<file path="config.mk">
export PLATFORM = sky130hd
export DESIGN_NAME = nandn_pipe
export DESIGN_NICKNAME = d
export VERILOG_FILES = /design/src/rtl/nandn_pkg.sv /design/src/rtl/nandn_tree_stage.sv /design/src/rtl/nandn_pipe.sv
export SDC_FILE = /design/constraint.sdc
export NUM_CORES = 1
export LEC_CHECK = 0
export ABC_CLOCK_PERIOD_IN_PS = 960
export CORE_AREA = 5 5 42 44
export CTS_BUF_LIST = sky130_fd_sc_hd__clkbuf_8
export DETAILED_ROUTE_END_ITERATION = 12
export DIE_AREA = 0 0 47 49
export PLACE_DENSITY = 0.7
export SLEW_MARGIN = 20
export SYNTH_ARGS = -nofsm -noshare
export SYNTH_HDL_FRONTEND = slang
export SYNTH_SLANG_ARGS = --single-unit
</file>
<file path="constraint.sdc">
create_clock -name clk -period 0.96 [get_ports clk]
set_input_delay 0.192 -clock clk [delete_from_list [all_inputs] [get_ports clk]]
set_output_delay 0.192 -clock clk [all_outputs]
set_load 0.02 [all_outputs]
</file>
<file path="src/rtl/nandn_pkg.sv">
// Shared types and elaboration helpers for the pipelined N-input reduction gate.
package nandn_pkg;

    typedef enum logic [1:0] {
        OP_AND  = 2'b00,
        OP_NAND = 2'b01,
        OP_OR   = 2'b10,
        OP_NOR  = 2'b11
    } op_e;

    // Number of FANIN-wide tree levels needed to reduce n bits down to one.
    function automatic int clog_fanin(input int n, input int f);
        int lv;
        int cap;
        lv  = 0;
        cap = 1;
        while (cap < n) begin
            cap = cap * f;
            lv  = lv + 1;
        end
        return lv;
    endfunction

    function automatic int level_width(input int w0, input int f, input int k);
        int w;
        w = w0;
        for (int i = 0; i < k; i++) w = w / f;
        return w;
    endfunction

    // Bit offset of level k inside the flattened tree vector (levels 0..k-1 precede it).
    function automatic int level_offset(input int w0, input int f, input int k);
        int off;
        int w;
        off = 0;
        w   = w0;
        for (int i = 0; i < k; i++) begin
            off = off + w;
            w   = w / f;
        end
        return off;
    endfunction

    function automatic logic op_inv_in(input op_e op);
        return (op == OP_OR) || (op == OP_NOR);
    endfunction

    function automatic logic op_inv_out(input op_e op);
        return (op == OP_NAND) || (op == OP_OR);
    endfunction

endpackage

</file>
<file path="src/rtl/nandn_tree_stage.sv">
// One registered level of the AND tree: groups of FANIN bits are ANDed and
// captured together with the stage valid bit and the op that travels alongside.
module nandn_tree_stage
    import nandn_pkg::*;
#(
    parameter int W_IN  = 4,
    parameter int FANIN = 4,
    localparam int W_OUT = W_IN / FANIN
) (
    input  logic             clk,
    input  logic             rst,
    input  logic             en,
    input  logic             in_valid,
    input  op_e              in_op,
    input  logic [W_IN-1:0]  in_data,
    output logic             out_valid,
    output op_e              out_op,
    output logic [W_OUT-1:0] out_data
);

    logic             valid_q, valid_d;
    op_e              op_q, op_d;
    logic [W_OUT-1:0] data_q, data_d;

    // en is low only when this stage holds a result that cannot move on.
    always_comb begin
        valid_d = valid_q;
        op_d    = op_q;
        data_d  = data_q;
        if (en) begin
            valid_d = in_valid;
            op_d    = in_op;
            for (int g = 0; g < W_OUT; g++) begin
                data_d[g] = &in_data[g*FANIN +: FANIN];
            end
        end
    end

    always_ff @(posedge clk) begin
        if (rst) begin
            valid_q <= 1'b0;
            op_q    <= OP_AND;
            data_q  <= '0;
        end else begin
            valid_q <= valid_d;
            op_q    <= op_d;
            data_q  <= data_d;
        end
    end

    assign out_valid = valid_q;
    assign out_op    = op_q;
    assign out_data  = data_q;

endmodule

</file>
<file path="src/rtl/nandn_pipe.sv">
// Pipelined N-input AND/NAND/OR/NOR reduction with valid/ready backpressure.
// Handshake: a transfer happens on a rising edge where valid and ready are both 1;
// valid never depends on ready, and in_ready depends combinationally on out_ready.
module nandn_pipe
    import nandn_pkg::*;
#(
    parameter int N_IN  = 8,
    parameter int FANIN = 4
) (
    input  logic            clk,
    input  logic            rst,
    input  logic [N_IN-1:0] in_data,
    input  logic [1:0]      in_op,
    input  logic            in_valid,
    output logic            in_ready,
    output logic            out_data,
    output logic            out_valid,
    input  logic            out_ready
);

    localparam int LEVELS = clog_fanin(N_IN, FANIN);
    localparam int W0     = FANIN ** LEVELS;
    localparam int TOTAL  = level_offset(W0, FANIN, LEVELS + 1);

    // All tree levels packed back to back; level 0 is the padded entry vector.
    logic [TOTAL-1:0]  tree;
    logic [LEVELS:0]   vld;
    op_e               op_lvl [LEVELS+1];
    logic [LEVELS:1]   stage_en;
    logic [W0-1:0]     entry;

    always_comb begin
        entry             = '1;
        entry[N_IN-1:0]   = in_data ^ {N_IN{op_inv_in(op_e'(in_op))}};
    end

    assign tree[W0-1:0] = entry;
    assign vld[0]       = in_valid;
    assign op_lvl[0]    = op_e'(in_op);

    // Stage k may load when out_ready is high or some stage from k onward is empty.
    always_comb begin
        logic all_full;
        all_full = 1'b1;
        stage_en = '0;
        for (int k = LEVELS; k >= 1; k--) begin
            all_full    = all_full & vld[k];
            stage_en[k] = out_ready | ~all_full;
        end
    end

    for (genvar k = 1; k <= LEVELS; k++) begin : g_level
        localparam int WI = level_width(W0, FANIN, k - 1);
        localparam int OI = level_offset(W0, FANIN, k - 1);
        localparam int OO = level_offset(W0, FANIN, k);

        nandn_tree_stage #(
            .W_IN  (WI),
            .FANIN (FANIN)
        ) u_stage (
            .clk       (clk),
            .rst       (rst),
            .en        (stage_en[k]),
            .in_valid  (vld[k-1]),
            .in_op     (op_lvl[k-1]),
            .in_data   (tree[OI +: WI]),
            .out_valid (vld[k]),
            .out_op    (op_lvl[k]),
            .out_data  (tree[OO +: WI/FANIN])
        );
    end

    assign in_ready  = stage_en[1];
    assign out_valid = vld[LEVELS];
    assign out_data  = tree[TOTAL-1] ^ op_inv_out(op_lvl[LEVELS]);

endmodule

</file>
==> results of run 1 <==
[flip-flops by register name, indices dropped and copies added (netlist names)]
name                       flops
g_level.u_stage.out_data       4
g_level.u_stage.out_op         4
g_level.u_stage.out_valid      2
[layout make-up]
cell class,instances,share of cell area (%)
Clock buffer,4,7.30
Inverter,1,0.498
Multi-Input combinational cell,39,34.7
Sequential cell,10,27.4
Tap cell,16,2.65
Timing Repair Buffer,21,27.5
[report_power, final]
part / internal (mW) / switching, mW / total [mW]
sequential: 0.434 / 0.0153 / 0.450
clock: 0.360 / 0.159 / 0.519
combinational: 0.0909 / 0.0590 / 0.150
total: 0.885 / 0.233 / 1.12
[routing by layer]
metal  share of wire, %  routed length (um)
met4                3.1                  30
met2                 49                 479
met1                 38                 373
met3                 10                  99
met5                  0                   0
[logic make-up after synthesis]
group / synth area share, %
buffers and inverters: 1.77
xor gates and xnor gates: 4.14
AOI/OAI and AO/OA: 11.2
and+or+nand+nor: 35.5
DFF: 47.3
[final timing paths]
check,start,end,cells past startpoint
hold / removal,in_data[1],g_level[1].u_stage.out_data[0],3
hold reg to reg,g_level[1].u_stage.out_op[0],g_level[1].u_stage.out_op[0],2
setup reg to reg,g_level[2].u_stage.out_valid,g_level[1].u_stage.out_op[1],4
setup / recovery,g_level[2].u_stage.out_data,out_data,3
[timing repair]
action / CTS / global route
pin swaps: 5 / 8
endpoints found under the setup margin: 8 / 10
cloned: 0 / 0
endpoints found under the hold margin: 0 / 0
resized for setup: 22 / 15
[worst max-delay path, cell delays in order (launching register included)]
cell and delay, ps:
sky130_fd_sc_hd__dfxtp_2 330, sky130_fd_sc_hd__xnor2_2 190, sky130_fd_sc_hd__xnor2_2 120, sky130_fd_sc_hd__buf_4 150
[cell usage in the layout (no fill, tap or decap)]
cell                              Yosys  layout
sky130_fd_sc_hd__and2b_4              0       1
sky130_fd_sc_hd__nor2b_4              0       1
sky130_fd_sc_hd__nand4_1              3       3
sky130_fd_sc_hd__nand2_1              7       7
sky130_fd_sc_hd__nor2b_1              2       1
sky130_fd_sc_hd__a21oi_2              0       2
sky130_fd_sc_hd__nand2b_1             1       1
sky130_fd_sc_hd__nand3_2              0       2
sky130_fd_sc_hd__dlygate4sd2_1        0       3
sky130_fd_sc_hd__a21oi_1              6       4
sky130_fd_sc_hd__xnor2_2              0       2
sky130_fd_sc_hd__buf_4                0       5
sky130_fd_sc_hd__buf_6                0       3
sky130_fd_sc_hd__dfxtp_2              0       2
sky130_fd_sc_hd__dfxtp_4              0       1
sky130_fd_sc_hd__dfxtp_1             10       7
sky130_fd_sc_hd__dlymetal6s2s_1       0       4
sky130_fd_sc_hd__a311oi_1             2       2
sky130_fd_sc_hd__nor2_2               0       2
sky130_fd_sc_hd__nand3b_4             1       1
sky130_fd_sc_hd__inv_1                1       1
sky130_fd_sc_hd__nand3_1              4       2
sky130_fd_sc_hd__nor2_1              10       8
sky130_fd_sc_hd__clkdlybuf4s50_1      0       6
sky130_fd_sc_hd__clkbuf_8             0       4
==> summary by stage, run 1 <==
Status
The run finished, with violations left. The checks that failed: setup timing.

Synthesis
Sorting the synthesized cells by how often they occur yields sky130_fd_sc_hd__dfxtp_1 (10), sky130_fd_sc_hd__nor2_1 (10), sky130_fd_sc_hd__nand2_1 (7). The post-synthesis cell area is 423 um2. After synthesis, the share of flip-flops with an asynchronous set or reset is 0%.

In the synthesized netlist, the number of instances is around 50. The flop and latch count out of synthesis is 10. For this run, the number of Yosys warnings is 0. The synthesized design contains 0 enable-type register cells. The number of nets handed over by synthesis was 65. The post-synthesis cell type count is 14. Ranked by total cell area, the synthesized netlist is headed by sky130_fd_sc_hd__dfxtp_1 (47%), sky130_fd_sc_hd__nor2_1 (8.9%), sky130_fd_sc_hd__a21oi_1 (7.1%).

Sequential elements use 47.3% of the synthesized area. The most used flip-flop cell after synthesis is sky130_fd_sc_hd__dfxtp_1. The post-synthesis average cell area is approximately 8.3 um2. After synthesis, the largest area contributor takes up about 47% of total cell area. The biggest area contributor in the post-synthesis netlist is sky130_fd_sc_hd__dfxtp_1.

GRT
The number of global-route vias before repair is ~400. The all-layer global routing usage is 9.10%. In this run the most used layer during global routing was met2. In the global route stage, met1 resource usage came out at a little under 8%. The wire length of the first global-routing pass is 1460 um. Global routing consumed, on the met3 layer, under 10% of the routing resources. The total overflow reported by the global router is 0. In the global route stage, met2 resource usage came out at between 10% and 20%. The initial antenna violation count is 0. Entering global routing, the biggest net connects 11 pins.

Clock network
TritonCTS built the clock tree. Counting every sink on the clock net gives 10. The clock latency on the worst-skew pair is 230 ps. The longest clock path from root to sink contains 2 buffers. The maximum level of the CTS H-tree is 1. Buffers inserted to repair hold after CTS numbered 0. In this run the post-CTS setup repair buffer count came out at 0. The root buffer cell chosen for the clock tree is sky130_fd_sc_hd__clkbuf_8. After clock tree synthesis, the clock-pin slew on the worst setup and hold paths is ~50 ps.

TritonCTS created 3 clock buffers.

Drt
The wire length after detailed routing is 983 um. Once detail routing completed, the nets flagged for antenna violations numbered 0. The via count normalized by instance count is 4.74. After detailed routing, the average wire length per cell comes to between 10 and 15 um. For this run, design rule violations remaining after detail routing come to 0. The detailed router placed between 400 and 500 vias in this run. The initial DRC count is 0.

The first-pass detailed-route iteration total is 1.

Timing
The number of hold violations in the final report is 0. The tightest hold path in the finished design has a slack of roughly 290 ps. Across the routed clock network, the largest skew measured is about 0.55 ps. Setup violations remaining at the end of the flow were counted as 2. The post-layout worst setup margin is -249 ps. The minimum clock period after layout is 1210 ps. The final critical path takes up 126% of the cycle. Setup repair after global routing could not meet its margin everywhere. The number of pins exceeding their max-slew limit in the final report is 0. The relative slew slack is 85.5%. Summed over all failing endpoints, the final setup total negative slack is -303 ps. At the pin with the least slew margin, the transition time is approximately 220 ps.

Timing would allow up to between 800 and 900 MHz.

Floorplanning
From bottom edge to top edge, the die measures ~49 um. The core area is approximately 1400 um2. The floorplan has 14 rows. During I/O placement, the number of pins put on the boundary was 17. The total die area is approximately 2300 um2. The initial utilization of the core area, before any placement, comes to between 30% and 40%.

The floorplan die width is between 40 and 50 um.

Placed design
The sum of net half-perimeters after detailed placement is between 700 and 800 um. The total cell area at the placement stage is approximately 650 um2. The cell count after placement is 87. In this run the tool buffered the top-level ports with 16 buffer cells. The setup slack at placement is -654 ps. The weighted congestion at the end of routability-driven global placement is 0.659.

Worst setup path
For the worst setup path, the data arrival time is 1020 ps. STA classifies the critical path startpoint as a flop. The maximum fanout count along the critical path is 2. The worst setup slack for register-to-register paths is 40 ps. Data on the critical path is required at its endpoint by slightly below 800 ps. The worst setup path is captured at an output pin. The startpoint-to-endpoint class of the critical path is flop to output pin.

Final layout
The final layout contains 90 nets. The number of antenna diodes in the final layout is 0. Leaving out filler cells and counting taps, the final layout contains 91.

The ratio of cells with drive above 1 in the final layout is approximately a third. Summing all non-filler instances in the final layout gives an area of about 750 um2. The multi-input combinational cells in the finished layout cover a total of approximately 260 um2.

Once layout is complete, the utilization of the core stands at between 50% and 60%. Registers take roughly 210 um2. The filler cells instantiated in the layout total around 140. Relative to the synthesized area, the layout overhead comes to 78.4%.

Flow run
Max-cap violations in this run came to 0.

Power and ir drop
The leakage power is between 0.3 and 0.4 nW. The maximum vdd ir drop is between 0.0008 and 0.0009 V. The total design power is around 1.1 mW.

In this run the power density over the cells is between 1000 and 1500 nW/um2.

Worst hold path
In this run the worst hold path is classified as primary input to flop.
Power figures use the tool's default switching activity.
==> inputs of run 2 (changes only) <==
--- a/config.mk
+++ b/config.mk
@@ -6,11 +6,13 @@
 export NUM_CORES = 1
 export LEC_CHECK = 0
 export ABC_CLOCK_PERIOD_IN_PS = 960
+export CAP_MARGIN = 20
 export CORE_AREA = 5 5 42 44
 export CTS_BUF_LIST = sky130_fd_sc_hd__clkbuf_8
 export DETAILED_ROUTE_END_ITERATION = 12
 export DIE_AREA = 0 0 47 49
 export PLACE_DENSITY = 0.7
+export SETUP_SLACK_MARGIN = 0.1
 export SLEW_MARGIN = 20
 export SYNTH_ARGS = -nofsm -noshare
 export SYNTH_HDL_FRONTEND = slang
==> run 2 against run 1 <==
Compared with the run above:
- the flow still finishes with violations (setup timing)
- die area did not move
- critical path depth did not move
- design area rose by 3.2%
- first-iteration DRC count rose by 3
- worst hold slack improved by 140 ps
- clock-buffer cell count did not move
- largest cell class unchanged
- largest power group unchanged
==> summary by stage, run 2 (synthesis gave the netlist of run 1 again) <==
Power and ir drop
The design draws between 1 and 1.5 mW. Sequential cells account for between 40 and 50% of the total power. IR analysis of the VDD net gives a maximum drop of 0.000941 V. Internal power comes to between 0.8 and 0.9 mW. The net switching power is 0.229 mW. The part of the power in the clock network is between 40% and 50%. Of the total power, combinational logic draws 13.0%. In this run the power density over the cells is ~1400 nW/um2. The net switching fraction of the power is roughly a fifth. The leakage power is between 0.3 and 0.4 nW.

Clock network
The clock-pin slew on the worst setup and hold paths is around 50 ps. The tree is rooted in a sky130_fd_sc_hd__clkbuf_8. The deepest clock path buffer count is 2. The TritonCTS clock tree is built. Buffers inserted during clock tree synthesis total 3. At the later pin of the worst-skew pair, clock insertion delay measures between 200 and 250 ps. The maximum level of the CTS H-tree is 1. The number of clock sinks is 10.

Final layout
Cells fill ~56% of the core in the end. From synthesis to final layout, the design area changed by 84.0%. The summed area of non-filler cells in the final layout is slightly below 800 um2.

The library cell used most frequently in the layout, excluding fill and tap cells, is sky130_fd_sc_hd__dlygate4sd2_1. For this run, the post-layout net count is 90. The number of antenna cells inserted is 0. The top cell types in the final layout, fill and taps aside, are sky130_fd_sc_hd__dlygate4sd2_1 (9), sky130_fd_sc_hd__nor2_1 (7), sky130_fd_sc_hd__dfxtp_1 (6). In the final layout, the share of cells above drive strength 1 is roughly 44%.

Worst setup path
The worst setup path is captured at an output pin. STA classifies the critical path startpoint as a flop. The maximum fanout count along the critical path is 2.

The number of buffers and inverters on the critical path is 1. The cell with the largest stage delay on the worst path is sky130_fd_sc_hd__dfxtp_2. Among cell families on the critical path, the largest total delay comes from flip-flops. The worst setup slack for register-to-register paths is approximately 10 ps. STA puts the critical path data arrival time at 1020 ps.

The endpoint required time on the critical path is about 770 ps. Among the stages of the critical path, the cell type that occurs most often is sky130_fd_sc_hd__xnor2_2. The critical path is of the flop to output pin type.

Walking the worst path, the cells encountered are xnor2_2, xnor2_2, buf_4. The biggest cell delay along the critical path is between 300 and 400 ps.

Placed design
The sum of net half-perimeters after detailed placement is around 760 um. The setup slack at placement is -681 ps. The total cell area at the placement stage is approximately 640 um2. The weighted congestion at the end of routability-driven global placement is between 0.6 and 0.7. The count of buffers added on input and output ports is 16.

Drt
The met3 wirelength from detailed routing is 107 um. Dividing the detail-routed via count by the number of cells gives ~4.8. The highest layer used for signal routing is met4. The routed metal-1 wirelength is 388 um. For this run, design rule violations remaining after detail routing come to 0. After the first detailed-routing iteration, the DRC count stood at 3. Dividing the detail-routed wire length by the instance count gives 11.6 um. Once detail routing completed, the nets flagged for antenna violations numbered 0. The wire length after detailed routing is around 1100 um.

The overall via count from detail_route is 439. The pre-antenna-repair detailed-routing pass consisted of 4 iterations. The met2 wire length is ~540 um.

Floorplanning
The floorplan step set the die height to approximately 49 um. The floorplan die width is about 47 um. The core area is 1400 um2. Row generation in the floorplan step produced 14 rows.

The total die area is ~2300 um2. The top-level I/O count is 17. The initial utilization of the core area, before any placement, comes to a little under a third.

Timing
Across the routed clock network, the largest skew measured is between 0.9 and 1 ps. The transition time at the pin with the least slew margin is between 150 and 200 ps. The maximum clock rate is 828 MHz. The number of pins exceeding their max-slew limit in the final report is 0. The smallest clock period supported by the final layout is computed as around 1200 ps. Setup repair after global routing could not meet its margin everywhere. After layout, the worst setup slack is -248 ps. The number of hold violations in the final report is 0. Setup violations remaining at the end of the flow were counted as 2. The worst pin sits at a relative slew slack of approximately 87%.

In the finished design, the share of the clock period the worst path needs comes to 126%.

GRT
The number of global-route vias before repair is 443. In the global route stage, overall resource usage came out at about a tenth. The wire length of the first global-routing pass is approximately 1700 um. The total overflow left after global routing is 0. The initial antenna violation count is 0.

The maximum number of pins on one net before global-route repair is 11.

Flow run
The count of maximum capacitance violations is 0.

Status
The flow ran to the end, but the final reports show violations. The final reports fail on setup timing.

Worst hold path
The path class of the tightest hold or removal check is primary input to flop.
-- run 2: cell count changes in the layout (fill, tap and decap cells not counted), moves of 3 or more --
cell                             delta
sky130_fd_sc_hd__a21oi_1            -3
sky130_fd_sc_hd__nor2_4             +3
sky130_fd_sc_hd__dlymetal6s2s_1     -4
sky130_fd_sc_hd__a21oi_2            +3
sky130_fd_sc_hd__dlygate4sd2_1      +6
-- run 2: path summary, 6_finish.rpt --
path	start	endpoint	cells past startpoint
hold / removal	in_data[0]	g_level[1].u_stage.out_data[0]	4
setup reg to reg	g_level[2].u_stage.out_valid	g_level[1].u_stage.out_data[0]	3
hold reg to reg	g_level[1].u_stage.out_op[0]	g_level[2].u_stage.out_op[0]	2
setup / recovery	g_level[2].u_stage.out_op[1]	out_data	3
-- run 2: area by class of cell --
class                           instances  area [um2]
Clock buffer                            4        55.1
Fill cell                             147         623
Inverter                                1        3.75
Multi-Input combinational cell         39         294
Sequential cell                        10         208
Tap cell                               16        20.0
Timing Repair Buffer                   21         198
-- run 2: power groups by stage --
stage	Combinational (mW)	Clock [mW]	Sequential (mW)
after global placement	0.139	0	0.454
after floorplan	0.0501	0	0.456
after CTS	0.139	0.524	0.451
after detailed placement	0.142	0	0.456
final	0.144	0.509	0.453
after global routing	0.158	0.550	0.454
-- run 2: per-layer routing --
layer	GRT usage, %	vias up
li1	-	221
met1	10.4	195
met4	4.15	0
met2	17.4	21
met5	0	-
met3	5.17	2
-- run 2: repair_timing --
item | in CTS | in global routing
hold endpoints to repair | 0 | 0
hold buffers | 0 | 0
gates resized for setup | 40 | 9
pin swaps | 14 | 4
setup endpoints to repair | 13 | 13
setup buffers | 1 | 0
-- run 2: per-stage QoR --
step	TNS, ps	hold slack [ps]	instances
2_1_floorplan	0	321	51
3_3_place_gp	-3860	445	86
3_5_place_dp	-4300	456	86
4_1_cts	-320	435	91
5_1_grt	-471	461	91
6_report	-316	435	91
-- run 2: worst min-delay path, delay by kind of cell --
family / cells / cell delay, ps
AO/OA/AOI/OAI: 1 / 100
buffers and inverters: 1 / 200
AND/OR/NAND/NOR: 2 / 120
==> inputs of run 3 (changes only) <==
--- a/config.mk
+++ b/config.mk
@@ -5,13 +5,14 @@
 export SDC_FILE = /design/constraint.sdc
 export NUM_CORES = 1
 export LEC_CHECK = 0
+export ABC_AREA = 1
 export ABC_CLOCK_PERIOD_IN_PS = 960
 export CAP_MARGIN = 20
 export CORE_AREA = 5 5 42 44
 export CTS_BUF_LIST = sky130_fd_sc_hd__clkbuf_8
 export DETAILED_ROUTE_END_ITERATION = 12
 export DIE_AREA = 0 0 47 49
-export PLACE_DENSITY = 0.7
+export PLACE_DENSITY = 0.73
 export SETUP_SLACK_MARGIN = 0.1
 export SLEW_MARGIN = 20
 export SYNTH_ARGS = -nofsm -noshare
==> constraint.sdc (replaced) <==
create_clock -name clk -period 0.96 [get_ports clk]
set_input_delay 0.144 -clock clk [delete_from_list [all_inputs] [get_ports clk]]
set_output_delay 0.144 -clock clk [all_outputs]
set_load 0.02 [all_outputs]
==> run 3 against run 2 <==
Compared with the run above:
- the run still ends with setup timing left
- largest power group unchanged
- critical path type unchanged
- clock skew up 1.8 ps
- routed wire length rose by 4.1%
- highest routed layer unchanged
- die area is the same
- first-iteration DRC count unchanged
==> summary by stage, run 3 <==
Status
The flow ran to the end, but the final reports show violations. The final reports fail on setup timing.

Floorplanning
The number of placement rows is 14. The initial cell density of the core is approximately 33%. The core area is approximately 1400 um2. 17 I/O pins were placed. The y dimension of the die is 49 um. The total die area is roughly 2300 um2. The floorplan die width is around 47 um.

Drt
In this run the top signal layer used is met4. The first detailed-routing pass took 2 iterations. The overall via count from detail_route is about 490. The via count normalized by instance count is 4.47. After the first detailed-routing iteration, the DRC count stood at 3. After detailed routing, the met3 layer carries 74 um of wire.

After detailed routing, the total wire length is 1100 um. In the final routing, the length of wire on met1 measures 409 um. The met2 wire length is ~600 um. After detailed routing, the average wire length per cell comes to ~10 um. The number of nets with antenna violations after routing is 0. For this run, design rule violations remaining after detail routing come to 0.

Timing
The number of hold violations in the final report is 0. The final count of negative-setup-slack endpoints is 3. The smallest clock period supported by the final layout is computed as between 1000 and 1500 ps. The final critical path takes up 122% of the cycle.

Timing would allow up to 854 MHz. At the pin with the least slew margin, the transition time is around 200 ps. In the post-route analysis, the smallest setup slack over all paths is -210 ps. Setup repair after global routing could not meet its margin everywhere. Measured against its own limit, the worst slew margin works out to about 86%. The number of pins exceeding their max-slew limit in the final report is 0. The worst clock skew on the final layout is between 2 and 3 ps.

Synthesis
The net count after synthesis is 83. The cell type with the largest total area after synthesis is sky130_fd_sc_hd__dfxtp_1. The flip-flop cell with the highest count after synthesis is sky130_fd_sc_hd__dfxtp_1. The synthesized netlist cell count is ~70.

The synthesized design contains 0 enable-type register cells. The share of the yosys chip area belonging to registers is between 40 and 50%. During synthesis, Yosys emitted a total of 0 warnings. Counting instances in the post-synthesis netlist gives the leading cell types as sky130_fd_sc_hd__nor2_1 (22), sky130_fd_sc_hd__inv_1 (12), sky130_fd_sc_hd__dfxtp_1 (10). The post-synthesis cell type count is 11. Summed over its instances, the top area cell type makes up between 40 and 50% of the synthesized netlist area. The post-synthesis cell area is 458 um2. The most frequent cell after synthesis is sky130_fd_sc_hd__nor2_1. Yosys attributes the largest share of cell area to sky130_fd_sc_hd__dfxtp_1 (44%), sky130_fd_sc_hd__nor2_1 (18%), sky130_fd_sc_hd__inv_1 (9.8%). In this run, synthesis produced a sequential element count of 10. The post-synthesis average cell area is roughly 6.6 um2. The share of async-settable or async-resettable flops after synthesis is 0%.

Clock network
The clock latency on the worst-skew pair is between 200 and 250 ps. The root buffer cell is sky130_fd_sc_hd__clkbuf_8. The maximum level of the CTS H-tree is 1. The TritonCTS buffer count is 3. The clock-pin slew on the worst setup and hold paths is roughly 50 ps. The total of hold buffers inserted after clock tree synthesis is 0. The deepest clock path buffer count is 2. Counting every sink on the clock net gives 10. The TritonCTS clock tree is built.

Power and ir drop
The maximum vdd ir drop is between 0.0005 and 0.0006 V. For this design the static power due to leakage is ~0.4 nW. The areal power density over the cells is 1390 nW/um2.

Placed design
At the end of routability-driven placement, the weighted congestion stood at 0.699. The number of port buffers is 16. The cell count after placement is about 110. Detailed placement ended at an HPWL of just under 800 um. The setup slack at placement is -570 ps. In this run the cell area measured after placement is roughly 690 um2.

Worst setup path
The worst setup slack for register-to-register paths is approximately 10 ps. STA classifies the critical path endpoint as an output pin. The type of origin of the critical path is a flop. The path depth of the worst reg2reg path is 6. In this run the worst setup path terminates at out_data.

The startpoint-to-endpoint class of the critical path is flop to output pin. The worst register-to-register path ends at g_level[1].u_stage.out_data[2]. The startpoint of the most critical setup path is g_level[2].u_stage.out_op[0].

The endpoint required time on the critical path is approximately 800 ps. The maximum fanout count along the critical path is 2. The worst register-to-register path begins at g_level[1].u_stage.out_valid. Data on the critical path arrives at its endpoint at around 1000 ps.

GRT
The initial antenna violation count is 0. The total overflow left after global routing is 0. The number of global-route vias before repair is roughly 480. The wire length of the first global-routing pass is 1860 um.

Entering global routing, the biggest net connects 7 pins. The all-layer global routing usage is 10.9%.

Worst hold path
The worst hold path belongs to the class primary input to flop.

Final layout
The number of antenna cells inserted is 0. The final core utilization is roughly three fifths. Leaving out fill and tap cells, the most frequent cells in the layout are sky130_fd_sc_hd__nor2_1 (17), sky130_fd_sc_hd__inv_1 (11), sky130_fd_sc_hd__clkdlybuf4s50_1 (10). Fill cells in the final layout number 135. The layout net count is 109. The synthesis-to-layout area growth is 82.0%. The ratio of cells with drive above 1 in the final layout is roughly a third. The most common library cell in the layout ignoring fill and taps is sky130_fd_sc_hd__nor2_1. Once layout is complete, the cells apart from fillers number 110. Once layout is done, the placed cells without fillers occupy ~830 um2.

Flow run
Max-cap violations in this run came to 0.
[run 3: cell types whose count changed after synthesis, sizes merged, moves of 2 or more]
cell | previous run | this run
a311oi | 2 | 0
nor2 | 10 | 23
a21oi | 6 | 3
nor2b | 2 | 0
o21ai | 0 | 5
nand4 | 3 | 0
inv | 1 | 13
[run 3: through the flow]
step / hold slack [ps] / setup TNS [ps] / power (mW)
finish: 342 / -337 / 1.16
floorplan: 207 / 0 / 0.528
detailed placement: 458 / -3400 / 0.623
CTS: 346 / -363 / 1.16
global placement: 450 / -3280 / 0.619
global route: 363 / -483 / 1.21
[run 3: logic make-up after synthesis]
kind of cell,synth area share (%)
AO/OA/AOI/OAI,8.74
XOR/XNOR,3.83
buffers and inverters,10.7
flip-flops,43.7
AND/OR/NAND/NOR,33.1
[run 3: how the worst min path moves through the flow]
stage,cells after the start,slack (ps),endpoint,start
after floorplan,1,210,g_level[2].u_stage.out_valid,rst
after global placement,2,450,g_level[1].u_stage.out_data[2],g_level[1].u_stage.out_data[2]
after detailed placement,2,460,g_level[1].u_stage.out_data[2],g_level[1].u_stage.out_data[2]
after CTS,2,350,g_level[1].u_stage.out_data[2],rst
after global routing,2,360,g_level[1].u_stage.out_data[2],rst
final,2,340,g_level[1].u_stage.out_data[2],rst
[run 3: area by class of cell]
cell class                 instances  area (um2)  share of cell area, %
multi-input combinational         46         289                   34.7
sequential                        10         210                   25.2
timing repair buffer              21         205                   24.6
clock buffer                       4        55.1                   6.61
inverter                          13        53.8                   6.46
tap                               16        20.0                   2.40
[run 3: repair_timing]
action / CTS / global route
endpoints found under the setup margin: 13 / 12
buffers inserted: 1 / 0
pin swaps: 9 / 4
resized for setup: 37 / 11
[run 3: power by group]
group	leakage [nW]	switching [mW]	internal (mW)
Clock	0.0288	0.151	0.359
Combinational	0.289	0.0833	0.108
Sequential	0.0845	0.0196	0.436
Total	0.402	0.254	0.904
[run 3: layer usage]
metal,up-vias,GRT usage (%)
met5,-,0
met4,0,5.53
met3,2,1.85
met2,14,19.2
met1,214,11.5
li1,262,-
[run 3: critical path, stage by stage (launching register included)]
cell and delay (ps):
sky130_fd_sc_hd__dfxtp_2 330, sky130_fd_sc_hd__xnor2_2 190, sky130_fd_sc_hd__xnor2_2 130, sky130_fd_sc_hd__buf_4 150
